**config.mk**
```make
export PLATFORM = sky130hd
export DESIGN_NAME = instr_fetch
export DESIGN_NICKNAME = d
export VERILOG_FILES = /design/src/rtl/instr_fetch_pkg.sv /design/src/rtl/fetch_queue.sv /design/src/rtl/instr_fetch.sv
export SDC_FILE = /design/constraint.sdc
export NUM_CORES = 1
export LEC_CHECK = 0
export ABC_CLOCK_PERIOD_IN_PS = 4800
export BUFFER_PORTS_ARGS = -buffer_cell sky130_fd_sc_hd__buf_2
export CORE_MARGIN = 4
export CORE_UTILIZATION = 25
export DETAILED_ROUTE_END_ITERATION = 8
export PLACE_DENSITY = 0.41
export SETUP_SLACK_MARGIN = 0.05
export SYNTH_ARGS = -nofsm -noshare
export SYNTH_HDL_FRONTEND = slang
export SYNTH_SLANG_ARGS = --single-unit
```
**constraint.sdc**
```tcl
create_clock -name clk -period 4.8 [get_ports clk]
set_input_delay 0 -clock clk [delete_from_list [all_inputs] [get_ports clk]]
set_output_delay 0 -clock clk [all_outputs]
set_load 0.005 [all_outputs]
```
**src/rtl/instr_fetch_pkg.sv**
```systemverilog
// rtl/instr_fetch_pkg.sv - shared types and constants for the instruction fetch front end
package instr_fetch_pkg;

    localparam int INSTR_W = 32;
    localparam int ADDR_W  = 32;
    localparam logic [INSTR_W-1:0] NOP_INSTR = 32'h0000_0000;

    typedef struct packed {
        logic [INSTR_W-1:0] instr;
        logic [ADDR_W-1:0]  pc;
    } fetch_entry_t;

    localparam int ENTRY_W = $bits(fetch_entry_t);

    function automatic logic [ADDR_W-1:0] word_align(input logic [ADDR_W-1:0] addr);
        return addr & ~32'd3;
    endfunction

endpackage

```
**src/rtl/fetch_queue.sv**
```systemverilog
// rtl/fetch_queue.sv - circular FIFO holding fetched {instr, pc} entries
module fetch_queue #(
    parameter  int DEPTH = 2,
    parameter  int W     = 64,
    localparam int CW    = $clog2(DEPTH + 1)
) (
    input  logic          clk,
    input  logic          clr_n,
    input  logic          flush,
    input  logic          push,
    input  logic [W-1:0]  push_data,
    input  logic          pop,
    output logic [W-1:0]  head_data,
    output logic [CW-1:0] count
);

    localparam int AW = (DEPTH > 1) ? $clog2(DEPTH) : 1;

    logic [W-1:0]  mem [DEPTH];
    logic [AW-1:0] rd_ptr;
    logic [AW-1:0] wr_ptr;
    logic          do_pop;

    function automatic logic [AW-1:0] ptr_inc(input logic [AW-1:0] p);
        return (p == AW'(DEPTH - 1)) ? '0 : p + AW'(1);
    endfunction

    assign do_pop    = pop && (count != '0);
    assign head_data = mem[rd_ptr];

    always_ff @(posedge clk) begin
        if (!clr_n || flush) begin
            rd_ptr <= '0;
            wr_ptr <= '0;
            count  <= '0;
        end else begin
            if (push)
                wr_ptr <= ptr_inc(wr_ptr);
            if (do_pop)
                rd_ptr <= ptr_inc(rd_ptr);
            unique case ({push, do_pop})
                2'b10:   count <= count + CW'(1);
                2'b01:   count <= count - CW'(1);
                default: count <= count;
            endcase
        end
    end

    // Storage needs no reset: entries are only visible once count covers them.
    always_ff @(posedge clk) begin
        if (clr_n && !flush && push)
            mem[wr_ptr] <= push_data;
    end

endmodule

```
**src/rtl/instr_fetch.sv**
```systemverilog
// rtl/instr_fetch.sv - PC owner, credit-based imem issue and redirect handling
module instr_fetch
    import instr_fetch_pkg::*;
#(
    parameter logic [31:0] RESET_PC = 32'h0000_0000,
    parameter int          QDEPTH   = 2
) (
    input  logic        clk,
    input  logic        clr_n,
    output logic        imem_req,
    output logic [31:0] imem_addr,
    input  logic [31:0] imem_rdata,
    input  logic        redirect,
    input  logic [31:0] redirect_pc,
    output logic        out_valid,
    input  logic        out_ready,
    output logic [31:0] out_instr,
    output logic [31:0] out_pc,
    output logic [31:0] out_pc4
);

    localparam int CW = $clog2(QDEPTH + 1);
    localparam int SW = $clog2(QDEPTH + 2);

    logic [ADDR_W-1:0] pc;
    logic [ADDR_W-1:0] ret_pc;
    logic              inflight;
    logic              kill;
    logic [CW-1:0]     count;
    logic              push;
    logic              pop;
    logic [SW-1:0]     occupancy;
    logic [SW-1:0]     credit_limit;
    fetch_entry_t      push_entry;
    fetch_entry_t      head;

    assign out_valid    = (count != '0);
    assign pop          = out_valid & out_ready & ~redirect;
    // A pop this cycle frees a slot early enough for a same-cycle issue.
    assign occupancy    = SW'(count) + SW'(inflight);
    assign credit_limit = SW'(QDEPTH) + SW'(pop);
    assign imem_req     = clr_n & ~redirect & (occupancy < credit_limit);
    assign imem_addr    = pc;

    assign push             = inflight & ~kill & ~redirect;
    assign push_entry.instr = imem_rdata;
    assign push_entry.pc    = ret_pc;

    always_ff @(posedge clk) begin
        if (!clr_n) begin
            pc       <= RESET_PC;
            ret_pc   <= '0;
            inflight <= 1'b0;
            kill     <= 1'b0;
        end else begin
            inflight <= imem_req;
            kill     <= redirect & inflight;
            if (redirect) begin
                pc <= word_align(redirect_pc);
            end else if (imem_req) begin
                pc     <= pc + 32'd4;
                ret_pc <= pc;
            end
        end
    end

    fetch_queue #(
        .DEPTH (QDEPTH),
        .W     (ENTRY_W)
    ) u_queue (
        .clk       (clk),
        .clr_n     (clr_n),
        .flush     (redirect),
        .push      (push),
        .push_data (push_entry),
        .pop       (pop),
        .head_data (head),
        .count     (count)
    );

    assign out_instr = out_valid ? head.instr : NOP_INSTR;
    assign out_pc    = out_valid ? head.pc : '0;
    assign out_pc4   = out_valid ? head.pc + 32'd4 : '0;

endmodule
```
# Word level (Yosys, flattened, before mapping)
# Memory sizes are Yosys's and may differ from the RTL's. A register that Yosys moved wholly into a read port is not among the register bits.
# Cells that the tools add are included.
# op_classes
addsub,8
magnitude_cmp,1
eq_ne,2
n_mux,12
n_bitwise,10
reduce_logical,11
# ops
op,n
32-bit 2-to-1 mux,5
32-bit by 3-bit adder with 32-bit output (second input constant),2
1-bit bitwise AND,7
1-bit 2-to-1 mux,6
2-bit nonzero test,3
2-bit one-hot mux with 2 select lines,1
1-bit logical AND,3
1-bit NOT,3
1-bit adder (second input constant),2
2-bit by 1-bit adder with 2-bit output,1
2-bit by 1-bit adder with 2-bit output (first input constant),1
2-bit by 1-bit adder with 2-bit output (second input constant),1
2-bit by 1-bit == test with 1-bit output (second input constant),1
2-bit == test (second input constant),1
1-bit logical NOT,2
2-bit less-than comparator,1
2-bit AND reduction,1
2-bit OR reduction,1
2-bit by 1-bit subtractor with 2-bit output (second input constant),1
1-bit logical OR,1
# totals
ff_bits,70
ramBits,128
inputBits,68
output_inout_bits,130
wordCells,53
memories,1
# mem_list
name,words,word_bits,rd,rd_clocked_by_memory_dff,wr,line_no,source
u_queue.mem,2,64,1,1,1,fetch_queue.sv:19,logic [W-1:0] mem [DEPTH];

# Logic depth before layout (Yosys ltp)
# logic_depth
word_depth,8
depth_mapped,10

# Modules after synthesis
# Synthesis repeated with hierarchy kept, for this count alone.
# unflattened
cells_unflattened,761
hier_area_um2,8764.7
# modules_own_cells
module,n_inst,cells_per_inst,area_each_um2
fetch_queue,1,222,4824.6
instr_fetch,1,539,3940.0

# Worst setup path before layout
# Ideal clock, no wire load.
# synth_path
kind,register to register
start,reg inflight
end,"mem u_queue.mem[0][10], enable pin"
setup_time_ps,482
arrival_time_ps,3228
t_required_ps,4318
slack_ps,1090
stages_incl_launch_ff,4
path_buffers,0
cell_sequence,dfxtp_1 -> nor2b_1 -> nand2_1 -> nor2_1
# synth_between
elab_chain_cells,5
# synth_lines
element,line_no,source
from (decl),instr_fetch.sv:27,logic inflight;
from (signal assigned),instr_fetch.sv:56,inflight <= imem_req;
1-bit bitwise AND (2 in series),instr_fetch.sv:45,assign push = inflight & ~kill & ~redirect;
1-bit logical AND,fetch_queue.sv:51,if (clr_n && !flush && push)
1-bit 2-to-1 mux,fetch_queue.sv:51,
1-bit 2-to-1 mux (not written as such),fetch_queue.sv:52,mem[wr_ptr] <= push_data;
to (decl),fetch_queue.sv:19,
# No other way between the ends.

==> results.ini <==
[run_status]
run_status = completed

[layout]
nNetsFinal = 1121
area_growth_pct = 30.3
fill_cells = 3637
drive_above_1_share = 0.243
final_cell_mix = buf_2, edfxtp_1, nand2_1
final_common_cell = buf_2
antenna_cells = 0

[worst_setup_path]
path_max_fanout = 55
cp.depth = 8
crit_slowest_cell = dfxtp_4
crit_buf_inv = 1
critical_path.cell_chain = mux2_2 -> ha_1 -> nand4_1 -> a22oi_2 -> nand3_1 -> nor4_1 -> a2bb2oi_1 -> buf_2
required_ns = 4.80
worstSetupPathType = reg -> out
rr_endpoint = imem_addr[17]$_SDFFE_PN0P_
slowest_delay_ns = 0.82
crit_arrival_ns = 3.51
crit_end = out_pc4[16]
reg2regPathDepth = 8
startpoint_type = flop
rrSetupSlack_ns = 1.88
cp_top_family = simple AND/OR/NAND/NOR gates
timing.rr.start = u_queue.count[0]$_SDFFE_PP0P_
worstSetupEndpointType = primary output

[clock_network]
cts_made_buffers = 17
clk_latency_ns = 0.43
cts_tree = built
clockBufferDepth = 2
h-tree-depth = 4
clock_sinks = 191
cts.clk_slew.worst_paths_ns = 0.07
cts.root.buffer_cell = clkbuf_16

[grt]
grt_pass1_wl_mm = 41.0
antenna_found_initial = 0
grt_pass1_vias = 6814
grt_usage = 0.137
grt_max_degree = 78
grt.overflow.total = 0

[place]
dpl_worst_slack_ns = 1.73
gp_congestion = 0.760
dp_hpwl_mm = 18.8
port_buffers = 189

[sta]
slew_headroom = 0.412
max_freq_ghz = 0.285
rsz0062_at_grt = no
setup_slack_ns = 1.29
finClkSkew_ns = 0.00803
hold_violations = 0
finalSetupViolations = 0
post-route-period-util = 0.732
tightest_slew_ns = 0.882
setup_tns_ns = 0
fin_crit_ns = 3.51
drv_slew = 0

[synthesis]
synth_mux_area_frac = 0.0860
synth_fa_ha_area_frac = 0.00572
yosysSeqAreaShare = 0.578
post_synth.cell_area_avg_um2 = 10.8
synthArstFlopShare = 0
synth_top_family_by_area = simple AND/OR/NAND/NOR gates
synth_compound_area_frac = 0.0836
yosysWarnings = 0
synth_edf_count = 124
netlist_area_um2 = 8760
synthCells = 809
synth-xor-area-share = 0.0200
yosys.area_share.simple = 0.195
synth.distinct_cells = 67
synth-main-ff-cell = edfxtp_1
ys_ff_latch = 191

[power_and_ir_drop]
power_leakage_nw = 4.36
ir_worst_vdd_uv = 254
switchingPower_w = 0.000801
switching_share = 0.227
share_clk_of_total_power = 0.416
p_total_w = 0.00353
p_comb_frac = 0.066
pwr_density_cell_nw_per_um2 = 310
pwr-share-seq = 0.519
internal_power_w = 0.00273

[die]
die_width_um = 195
die_h_um = 195
start_util = 0.253
rows = 68
core_um2 = 34500
die-area_um2 = 38100
ios = 198

[routing]
wire_per_inst_um = 17.6
ant_nets = 0
via_per_inst = 4.64
drt_iter0_markers = 371
drcViolationCount = 0
vias = 7042
wl_mm = 26.7
first_pass_iters = 4

[min_path]
hold_path.class = in -> reg

[run]
cap_viol_max_count = 0

==> metal layers <==
layer,global-route usage,vias up,share of wire
li1,-,3435,-
met2,0.200,245,0.42
met1,0.209,3349,0.51
met5,0,-,0
met4,0.0264,0,0.0066
met3,0.0302,13,0.063
==> how the worst min path moves through the flow <==
stage / from / end / slack [ns] / cells past startpoint
2_1_floorplan: imem_rdata[0] / u_queue.mem[0][32]$_DFFE_PP_ / 0.1 / 0
3_3_place_gp: imem_rdata[2] / u_queue.mem[1][34]$_DFFE_PP_ / 0.19 / 1
3_5_place_dp: imem_rdata[13] / u_queue.mem[0][45]$_DFFE_PP_ / 0.19 / 1
4_1_cts: redirect_pc[18] / imem_addr[18]$_SDFFE_PN0P_ / 0.05 / 4
5_1_grt: redirect_pc[18] / imem_addr[18]$_SDFFE_PN0P_ / 0.1 / 4
6_report: redirect_pc[18] / imem_addr[18]$_SDFFE_PN0P_ / 0.08 / 4
==> worst register-to-register path, stage by stage, from the launching register on <==
cell and delay, ns:
dfxtp_1 0.39, ha_1 0.36, and3b_1 0.22, o221ai_4 0.16, buf_4 0.49, inv_2 0.37, nor2_1 0.51, o21ai_0 0.19
a21oi_1 0.16
==> power by group through the flow <==
stage	sequential (W)	clock (W)	combinational, W
3_5_place_dp	0.00187	0	0.000194
6_report	0.00183	0.00147	0.000231
5_1_grt	0.00184	0.00159	0.000259
2_1_floorplan	0.00185	0	0.000104
3_3_place_gp	0.00187	0	0.000193
4_1_cts	0.00183	0.00153	0.000235
==> layout make-up <==
type	instances	area, µm²	area share
sequential	191	5070	0.444
multi-input combinational	566	3470	0.304
timing repair buffer	261	1650	0.145
tap	455	569	0.0499
clock buffer	20	447	0.0391
clock inverter	12	156	0.0137
inverter	12	45.0	0.00395
==> synth_stat cells (3+ instances only) <==
cell	n	area, µm²
nand3_1	53	265
o21ai_0	30	150
dfxtp_1	67	1340
a31oi_1	9	56.3
and3_1	10	62.6
xnor2_1	12	105
nor4_1	6	37.5
inv_1	10	37.5
or3_1	4	25.0
a211oi_1	3	22.5
xor2_1	8	70.1
buf_1	4	15.0
o31ai_1	9	67.6
nand2_1	107	402
o22ai_1	3	18.8
nor3_1	9	45.0
o21a_1	5	37.5
a32oi_1	4	35.0
nand2b_1	3	18.8
and2_1	9	56.3
ha_1	4	50.1
nor2b_1	4	25.0
nor2_1	94	353
mux2_2	9	101
nand4_1	24	150
a21oi_1	25	125
buf_4	7	52.6
or4_1	3	22.5
mux2i_1	64	641
o31a_1	3	26.3
edfxtp_1	124	3720
a311oi_1	3	26.3
buf_2	9	45.0
nand4b_1	4	35.0
clkbuf_1	23	86.3
==> metrics by stage <==
stage / util / hold WS, ns / cell area, µm² / instances
after floorplan: - / 0.0989 / 8770 / 814
after global placement: 0.295 / 0.188 / 10200 / 1423
after detailed placement: 0.295 / 0.192 / 10200 / 1423
after CTS: 0.330 / 0.0495 / 11400 / 1517
after global routing: 0.330 / 0.0981 / 11400 / 1517
final: 0.330 / 0.0802 / 11400 / 1517
==> state kept, by name, indices dropped and copies added, names as in the netlist, named ones only <==
name,count
u_queue.rd_ptr,1
imem_addr,30
kill,1
u_queue.mem,124
u_queue.count,2
u_queue.wr_ptr,1
inflight,1
ret_pc,30
==> cells by family (layout without fill, tap and decap cells) <==
| group | after synthesis | in the layout |
|---|---|---|
| xor gates and xnor gates | 20 | 20 |
| adders and majority gates | 4 | 4 |
| muxes | 74 | 74 |
| AOI/OAI and AO/OA | 111 | 111 |
| and+or+nand+nor | 351 | 351 |
| DFF | 191 | 191 |
| buffers and inverters | 57 | 305 |
| other | 1 | 6 |
==> timing repair <==
action,CTS,global route
hold buffers,62,0
hold endpoints to repair,94,0
resized for setup,0,0
buffers inserted,0,0
Power figures use the tool's default switching activity.
